--- src/rtl/mprj_io_cfg_pkg.sv ---
// Shared types and constants for the pad-configuration serial loader.
// Bit offsets describe the layout of one pad's configuration word.
package mprj_io_cfg_pkg;

  localparam int CFG_BITS_DEFAULT = 13;

  localparam int CFG_MGMT_EN     = 0;
  localparam int CFG_OUT_DIS     = 1;
  localparam int CFG_HOLD_OVR    = 2;
  localparam int CFG_INP_DIS     = 3;
  localparam int CFG_IB_MODE_SEL = 4;
  localparam int CFG_AN_EN       = 5;
  localparam int CFG_AN_SEL      = 6;
  localparam int CFG_AN_POL      = 7;
  localparam int CFG_SLOW        = 8;
  localparam int CFG_VTRIP_SEL   = 9;
  localparam int CFG_DM_LSB      = 10;
  localparam int CFG_DM_WIDTH    = 3;

  typedef enum logic [2:0] {
    ST_IDLE,
    ST_CHAIN_RST,
    ST_FETCH,
    ST_CAPTURE,
    ST_SETUP,
    ST_HIGH,
    ST_LOAD,
    ST_DONE
  } seq_state_e;

  // States whose length is set by the divided phase counter.
  function automatic logic is_timed_state(input seq_state_e s);
    return (s == ST_CHAIN_RST) || (s == ST_SETUP) || (s == ST_HIGH) || (s == ST_LOAD);
  endfunction

endpackage

--- src/rtl/mprj_io_cfg_tick.sv ---
// Phase counter: phase_end marks the last of CLK_DIV cycles in a timed phase.
// Held at zero while clear is high so every phase starts from a fresh count.
module mprj_io_cfg_tick #(
  parameter int CLK_DIV = 1
) (
  input  logic clk,
  input  logic rst_n,
  input  logic clear,
  output logic phase_end
);

  localparam int CW = $clog2(CLK_DIV + 1);
  localparam logic [CW-1:0] LAST = CW'(CLK_DIV - 1);

  logic [CW-1:0] div_cnt;

  assign phase_end = (div_cnt == LAST);

  // NOTE: sequential state is updated only with non-blocking assignments so
  // every register samples pre-edge values, independent of process ordering.
  always_ff @(posedge clk) begin
    if (!rst_n) begin
      div_cnt <= '0;
    end else if (clear || phase_end) begin
      div_cnt <= '0;
    end else begin
      div_cnt <= div_cnt + CW'(1);
    end
  end

endmodule

--- src/rtl/mprj_io_cfg_sequencer.sv ---
// Fetches one config word per pad and shifts it MSB-first into the pad chain,
// farthest pad first, then strobes serial_load so all pads update together.
module mprj_io_cfg_sequencer
  import mprj_io_cfg_pkg::*;
#(
  parameter int NUM_PADS = 38,
  parameter int CFG_BITS = CFG_BITS_DEFAULT,
  parameter int CLK_DIV  = 1,
  parameter int AW       = 6
) (
  input  logic                wb_clk_i,
  input  logic                wb_rstn_i,
  input  logic                xfer_start,
  input  logic                xfer_abort,
  input  logic                chain_reset_en,
  output logic                cfg_rd,
  output logic [AW-1:0]       cfg_addr,
  input  logic [CFG_BITS-1:0] cfg_rdata,
  output logic                serial_clock,
  output logic                serial_data,
  output logic                serial_load,
  output logic                serial_resetn,
  output logic                busy,
  output logic                done
);

  localparam int PW = $clog2(NUM_PADS);
  localparam int BW = $clog2(CFG_BITS);

  seq_state_e          state_q, state_d;
  logic [PW-1:0]       pad_q, pad_d;
  logic [BW-1:0]       bit_q, bit_d;
  logic [CFG_BITS-1:0] shreg_q, shreg_d;
  logic                phase_end;

  mprj_io_cfg_tick #(.CLK_DIV(CLK_DIV)) u_tick (
    .clk      (wb_clk_i),
    .rst_n    (wb_rstn_i),
    .clear    (!is_timed_state(state_q)),
    .phase_end(phase_end)
  );

  // NOTE: every variable gets a default before the case so no path leaves it
  // unassigned, which would otherwise infer a latch.
  always_comb begin
    state_d = state_q;
    pad_d   = pad_q;
    bit_d   = bit_q;
    shreg_d = shreg_q;
    case (state_q)
      ST_IDLE: begin
        if (xfer_start) begin
          pad_d   = PW'(NUM_PADS - 1);
          state_d = chain_reset_en ? ST_CHAIN_RST : ST_FETCH;
        end
      end
      ST_CHAIN_RST: if (phase_end) state_d = ST_FETCH;
      ST_FETCH:     state_d = ST_CAPTURE;
      ST_CAPTURE: begin
        shreg_d = cfg_rdata;
        bit_d   = BW'(CFG_BITS - 1);
        state_d = ST_SETUP;
      end
      ST_SETUP:     if (phase_end) state_d = ST_HIGH;
      ST_HIGH: begin
        if (phase_end) begin
          if (bit_q != '0) begin
            bit_d   = bit_q - BW'(1);
            state_d = ST_SETUP;
          end else if (pad_q != '0) begin
            pad_d   = pad_q - PW'(1);
            state_d = ST_FETCH;
          end else begin
            state_d = ST_LOAD;
          end
        end
      end
      ST_LOAD:      if (phase_end) state_d = ST_DONE;
      ST_DONE:      state_d = ST_IDLE;
      default:      state_d = ST_IDLE;
    endcase
    if (xfer_abort && (state_q != ST_IDLE)) state_d = ST_IDLE;
  end

  // Outputs are registered from the next state so they line up with state_q.
  always_ff @(posedge wb_clk_i) begin
    if (!wb_rstn_i) begin
      state_q       <= ST_IDLE;
      pad_q         <= '0;
      bit_q         <= '0;
      shreg_q       <= '0;
      cfg_rd        <= 1'b0;
      cfg_addr      <= '0;
      serial_clock  <= 1'b0;
      serial_data   <= 1'b0;
      serial_load   <= 1'b0;
      serial_resetn <= 1'b1;
      busy          <= 1'b0;
      done          <= 1'b0;
    end else begin
      state_q       <= state_d;
      pad_q         <= pad_d;
      bit_q         <= bit_d;
      shreg_q       <= shreg_d;
      cfg_rd        <= (state_d == ST_FETCH);
      if (state_d == ST_FETCH) cfg_addr <= AW'(pad_d);
      serial_clock  <= (state_d == ST_HIGH);
      if (state_d == ST_SETUP) serial_data <= shreg_d[bit_d];
      serial_load   <= (state_d == ST_LOAD);
      serial_resetn <= (state_d != ST_CHAIN_RST);
      busy          <= (state_d != ST_IDLE);
      done          <= (state_d == ST_DONE);
    end
  end

endmodule
--- config.mk ---
export PLATFORM = sky130hd
export DESIGN_NAME = mprj_io_cfg_sequencer
export DESIGN_NICKNAME = d
export VERILOG_FILES = /design/src/rtl/mprj_io_cfg_pkg.sv /design/src/rtl/mprj_io_cfg_tick.sv /design/src/rtl/mprj_io_cfg_sequencer.sv
export SDC_FILE = /design/constraint.sdc
export NUM_CORES = 1
export LEC_CHECK = 0
export CAP_MARGIN = 15
export CORE_MARGIN = 2
export CORE_UTILIZATION = 50
export CTS_CLUSTER_DIAMETER = 30
export DETAILED_ROUTE_END_ITERATION = 10
export PLACE_DENSITY = 0.76
export SLEW_MARGIN = 20
export SYNTH_ARGS = -nofsm -noshare
export SYNTH_HDL_FRONTEND = slang
export SYNTH_SLANG_ARGS = --single-unit
--- constraint.sdc ---
create_clock -name wb_clk_i -period 5.75 [get_ports wb_clk_i]
set_input_delay 1.725 -clock wb_clk_i [delete_from_list [all_inputs] [get_ports wb_clk_i]]
set_output_delay 1.725 -clock wb_clk_i [all_outputs]
set_load 0.02 [all_outputs]
==> impl_metrics.json, run 1 <==
{
  "synth_cells": 247,
  "max-slew-margin-rel_pct": 48.3,
  "power_switching_uw": 163,
  "numCtsBuffers": 5,
  "fmaxAchievable_mhz": 276,
  "cts_resized": 0,
  "grt_pass1_vias": 1614,
  "finalSetupTns_ns": 0,
  "crit_chain": "clkdlybuf4s50_1, or4b_1, a21oi_1, o21ai_2, nor2_1, o21ai_1, mux2i_1, nor2_1",
  "final_antenna_net_count": 0,
  "end_kind": "flip-flop",
  "synth_area_leader_cell": "dfxtp_1",
  "via_per_inst": 5.50,
  "yosys.area_share.simple_pct": 28.8,
  "power_density_nw_per_um2": 253,
  "synth_adder_area_share_pct": 1.81,
  "yosys_register_bits": 40,
  "path_buf_inv": 1,
  "synth_top_area_share_pct": 38.7,
  "chipWidth_microns": 68.4,
  "hold_class": "reg2reg",
  "netlist_area_sq_um": 2070,
  "worst_slew_pin_slew_ns": 0.773,
  "synthTopCellsByCount": "42 x nand2_1, 40 x dfxtp_1, 23 x nor2_1, 20 x a21oi_1, 16 x mux2i_1",
  "ys_warn_count": 0,
  "die_height_microns": 68.4,
  "place_inst": 314,
  "cp_slowest_stage_delay_ns": 0.53,
  "synth_compound_area_share_pct": 15.9,
  "pwr-share-seq_pct": 47.7,
  "cpMaxStageDelayCell": "clkdlybuf4s50_1",
  "synth_top_family_by_area": "simple AND/OR/NAND/NOR gates",
  "p_int_uw": 460,
  "fin_crit_ns": 3.63,
  "globalplace.congestion": 0.761,
  "whs_ns": 0.461,
  "path_class": "in2reg",
  "drc": 0,
  "grt_max_degree": 26,
  "fin_skew_ns": 0.00706,
  "wire_per_inst_microns": 13.4,
  "synth-main-ff-cell": "dfxtp_1",
  "setup_ws_ns": 2.12,
  "ir_drop_mv": 0.178,
  "antenna_found_initial": 0,
  "layout.nets": 292,
  "io_pins": 31,
  "power.leakage_uw": 0.00101,
  "status": "finished clean",
  "totalWireLength_mm": 4.31,
  "start_util_pct": 51.8,
  "clk_latency_ns": 0.29,
  "gr-usage-all-layers_pct": 21.1,
  "coreArea_sq_um": 4000,
  "post-dp-hpwl_mm": 3.12,
  "grt_pass1_wl_mm": 7.36,
  "place_area_sq_um": 2350,
  "synthXorXnorAreaFrac_pct": 0,
  "htree_levels": 2,
  "clk_pin_slew_ns": 0.08,
  "synth_area_leaders": "dfxtp_1 39%, mux2i_1 7.7%, nand2_1 7.6%, a21oi_1 4.8%, nor2_1 4.2%",
  "drt-pass1-iter-count": 4,
  "cp-start-kind": "primary input",
  "post_layout_nonfiller_instances": 322,
  "crit_fanout": 8,
  "reg2reg_slack_ns": 2.89,
  "overflow": 0,
  "synth_mux_area_share_pct": 9.00,
  "crit_required_ns": 5.91,
  "seq_area_frac_synth_pct": 38.7,
  "num_vias": 1771,
  "synth_edf_count": 0,
  "arrival_ns": 3.79,
  "synthesis.nets": 268,
  "cts_tree": "done",
  "rsz0062_at_grt": "false",
  "path_delay_family": "simple AND/OR/NAND/NOR gates",
  "min_period_over_period_pct": 63.1,
  "syn2layout_area_growth_pct": 19.0,
  "syn_avg_cell_area_sq_um": 8.38,
  "report.final.slew_viol_count": 0,
  "setup_viol": 0,
  "drtIter0Drc": 79,
  "placement.io_buffers": 30,
  "dp_slack_ns": 1.87,
  "synthArstFlopShare_pct": 0,
  "cap_violations": 0,
  "finalHoldViolCount": 0,
  "cpMostUsedCell": "nor2_1",
  "cts.sinks": 40,
  "post_cts_buffers": 0,
  "cts_max_path_buffers": 2,
  "final_cell_area_sq_um": 2460,
  "antenna_cells": 0,
  "clockRootBuffer": "clkbuf_8",
  "swShare_pct": 26.1,
  "cts_hold_buf": 0,
  "comb_power_share_pct": 14.4,
  "clockPowerShare_pct": 37.9,
  "rows": 23,
  "yosysMostFrequentCell": "nand2_1",
  "synth_cell_type_count": 55,
  "die_area_sq_um": 4670,
  "drive_above_1_share_pct": 8.82
}
logic make-up (layout without fill, tap and decap cells):
logic type / count (synthesis) / after routing
compound gates: 51 / 51
fa+ha+maj: 3 / 3
buf+inv: 22 / 47
flops: 40 / 40
mux: 18 / 18
other cells: 1 / 1
simple gates: 112 / 112
flip-flops by register name, summed over array words and instances (netlist names):
signal / flops
bit_q: 4
busy: 1
cfg_addr: 6
cfg_rd: 1
done: 1
pad_q: 6
serial_clock: 1
serial_data: 1
serial_load: 1
serial_resetn: 1
shreg_q: 13
state_q: 3
u_tick.div_cnt: 1
path summary, 6_finish.rpt:
path / cells past startpoint / end / from
hold / removal: 2 / shreg_q[8] / shreg_q[8]
setup reg to reg: 9 / serial_data / bit_q[0]
hold reg to reg: 2 / shreg_q[8] / shreg_q[8]
setup / recovery: 8 / cfg_addr[1] / xfer_abort
area by class of cell:
class	count	area [sq um]
Inverter	9	33.8
Fill cell	352	1540
Timing Repair Buffer	30	300
Clock buffer	5	68.8
Multi-Input combinational cell	185	1150
Clock inverter	3	46.3
Sequential cell	40	801
Tap cell	50	62.6
metrics by stage:
stage / total power [uW] / util (%)
final: 623 / 61.6
after global routing: 644 / 61.6
after CTS: 627 / 61.6
after detailed placement: 393 / 58.7
after global placement: 392 / 58.7
after floorplan: 361 / -
tightest hold or removal path: cells and delay by family, from the launching register on:
kind / cells / cell delay, ns
compound gates: 1 / 0.05
flops: 1 / 0.32
simple gates: 1 / 0.05
per-layer routing:
layer | GRT usage (%) | up-vias | wire (microns)
li1 | - | 918 | -
met1 | 28.5 | 808 | 2090
met2 | 32.8 | 39 | 1980
met3 | 4.61 | 6 | 170
met4 | 8.25 | 0 | 73
met5 | 0 | - | 0
cell usage in the layout, fill, tap and decap left out, types with 3 or more instances in the layout:
cell type / netlist / routed
clkdlybuf4s50_1: 0 / 30
nand2_1: 42 / 42
o21ai_0: 8 / 8
a211oi_1: 3 / 3
dfxtp_1: 40 / 40
o211ai_1: 3 / 3
clkbuf_8: 0 / 5
a21oi_1: 20 / 20
and3_1: 3 / 3
nor3_1: 3 / 3
inv_1: 8 / 8
and2_1: 7 / 7
nand3_1: 8 / 8
or4_1: 3 / 3
nor2_1: 23 / 23
ha_1: 3 / 3
mux2i_1: 16 / 16
power by group through the flow:
stage          logic (uW)  clock network, uW  registers [uW]
2_1_floorplan        56.1                  0             304
3_3_place_gp         88.5                  0             303
3_5_place_dp         89.6                  0             303
4_1_cts              90.1                240             297
5_1_grt              99.1                247             299
6_report             89.9                236             297
Power figures use the tool's default switching activity.
==> inputs of run 2 (changes only) <==
--- a/config.mk
+++ b/config.mk
@@ -7,7 +7,7 @@
 export LEC_CHECK = 0
 export CAP_MARGIN = 15
 export CORE_MARGIN = 2
-export CORE_UTILIZATION = 50
+export CORE_UTILIZATION = 48
 export CTS_CLUSTER_DIAMETER = 30
 export DETAILED_ROUTE_END_ITERATION = 10
 export PLACE_DENSITY = 0.76
==> constraint.sdc (replaced) <==
create_clock -name wb_clk_i -period 3.1 [get_ports wb_clk_i]
set_input_delay 0.93 -clock wb_clk_i [delete_from_list [all_inputs] [get_ports wb_clk_i]]
set_output_delay 0.93 -clock wb_clk_i [all_outputs]
set_load 0.02 [all_outputs]
==> run 2 against run 1 <==
Routed wire length decreased by 2.2%. Critical path type unchanged. Largest power group unchanged. Non-clock buffer count increased by 8. Die area increased by 3.9%. Sequential power increased by 86%.
==> impl_metrics.json, run 2 (synthesized netlist as in run 1, its figures left out) <==
{
  "rsz0062_at_grt": "false",
  "gr-usage-all-layers_pct": 19.2,
  "layout.nets": 300,
  "setup_viol": 0,
  "antenna_cells": 0,
  "crit_fanout": 8,
  "wire_per_inst_microns": 12.8,
  "report.final.slew_viol_count": 0,
  "cpMaxStageDelayCell": "clkdlybuf4s50_1",
  "start_util_pct": 50.7,
  "crit_chain": "clkdlybuf4s50_1, or4b_1, a21oi_1, o21ai_2, nor2_1, o21ai_1, mux2i_1, nor2_1",
  "swShare_pct": 26.3,
  "totalWireLength_mm": 4.21,
  "worst_slew_pin_slew_ns": 0.686,
  "final_util_pct": 60.9,
  "coreArea_sq_um": 4090,
  "end_kind": "flip-flop",
  "power.leakage_uw": 0.00103,
  "max-slew-margin-rel_pct": 54.0,
  "setup_ws_ns": 0.324,
  "drc": 0,
  "clk_latency_ns": 0.29,
  "grt_max_degree": 20,
  "fin_skew_ns": 0.00206,
  "numCtsBuffers": 5,
  "cpMostUsedCell": "nor2_1",
  "arrival_ns": 2.93,
  "status": "finished clean",
  "min_period_over_period_pct": 89.5,
  "io_pins": 31,
  "via_per_inst": 5.42,
  "ir_drop_mv": 0.202,
  "power_density_nw_per_um2": 421,
  "largest_reg_flops": 13,
  "hold_class": "reg2reg",
  "rows": 23,
  "post_layout_nonfiller_instances": 329,
  "finalSetupTns_ns": 0,
  "cp-start-kind": "primary input",
  "dp_slack_ns": 0.0229,
  "power_switching_uw": 275,
  "post-dp-hpwl_mm": 3.12,
  "cts_max_path_buffers": 2,
  "placement.io_buffers": 30,
  "grt_pass1_vias": 1778,
  "cts_hold_buf": 0,
  "pwr-share-seq_pct": 52.7,
  "cts_tree": "done",
  "overflow": 0,
  "cts.sinks": 40,
  "drt-pass1-iter-count": 5,
  "globalplace.congestion": 0.788,
  "drive_above_1_share_pct": 10.8,
  "clk_pin_slew_ns": 0.07,
  "htree_levels": 2,
  "die_height_microns": 69.7,
  "final_cell_area_sq_um": 2490,
  "p_int_uw": 772,
  "cp_slowest_stage_delay_ns": 0.53,
  "fin_crit_ns": 2.78,
  "clockRootBuffer": "clkbuf_8",
  "num_vias": 1784,
  "post_cts_buffers": 0,
  "crit_required_ns": 3.26,
  "reg_top3": "shreg_q x13, cfg_addr x6, pad_q x6",
  "clockPowerShare_pct": 30.7,
  "final_common_cell": "nand2_1",
  "regMostFlops": "shreg_q",
  "grt_pass1_wl_mm": 7.70,
  "path_class": "in2reg",
  "drtIter0Drc": 106,
  "syn2layout_area_growth_pct": 20.1,
  "final_cell_mix": "42 x nand2_1, 40 x dfxtp_1, 30 x clkdlybuf4s50_1, 23 x nor2_1, 20 x a21oi_1",
  "cap_violations": 0,
  "antenna_found_initial": 0,
  "final_antenna_net_count": 0,
  "die_area_sq_um": 4860,
  "chipWidth_microns": 69.7,
  "place_area_sq_um": 2410,
  "fmaxAchievable_mhz": 360,
  "cts_resized": 0,
  "comb_power_share_pct": 16.7,
  "finalHoldViolCount": 0,
  "place_inst": 322
}
run 2: layer usage:
metal  share of wire, %  global-route usage [%]
met5                  0                       0
met1                 46                    23.9
met4                2.4                    8.12
met3                4.4                    4.51
met2                 47                    31.6
run 2: worst paths after layout:
kind,from,cells past startpoint,end,slack [ns]
worst max register to register,bit_q[0],9,serial_data,0.46
worst max-delay path,xfer_abort,8,cfg_addr[1],0.32
worst min register to register,shreg_q[8],2,shreg_q[8],0.45
worst min-delay path,shreg_q[8],2,shreg_q[8],0.45
run 2: through the flow:
| stage | total power (uW) | hold WS [ns] |
|---|---|---|
| 2_1_floorplan | 669 | 0.436 |
| 3_3_place_gp | 734 | 0.443 |
| 3_5_place_dp | 737 | 0.448 |
| 4_1_cts | 1060 | 0.458 |
| 5_1_grt | 1100 | 0.479 |
| 6_report | 1050 | 0.454 |
run 2: critical path: cells and delay by family:
kind	cells	cell delay, ns
simple gates	3	0.71
buf+inv	1	0.53
compound gates	3	0.53
mux	1	0.23
run 2: area by class of cell:
cell class	instances	area (sq um)
repair buffers	38	360
flip-flops and latches	40	801
clock buffers	6	72.6
multi-input cells	185	1150
clock inverters	1	5.00
well taps	50	62.6
fillers	376	1600
inverters	9	33.8
run 2: power groups by stage:
stage | logic [uW] | clock network (uW) | registers [uW]
2_1_floorplan | 104 | 0 | 565
3_3_place_gp | 172 | 0 | 562
3_5_place_dp | 174 | 0 | 563
4_1_cts | 175 | 330 | 551
5_1_grt | 193 | 348 | 555
6_report | 174 | 321 | 551
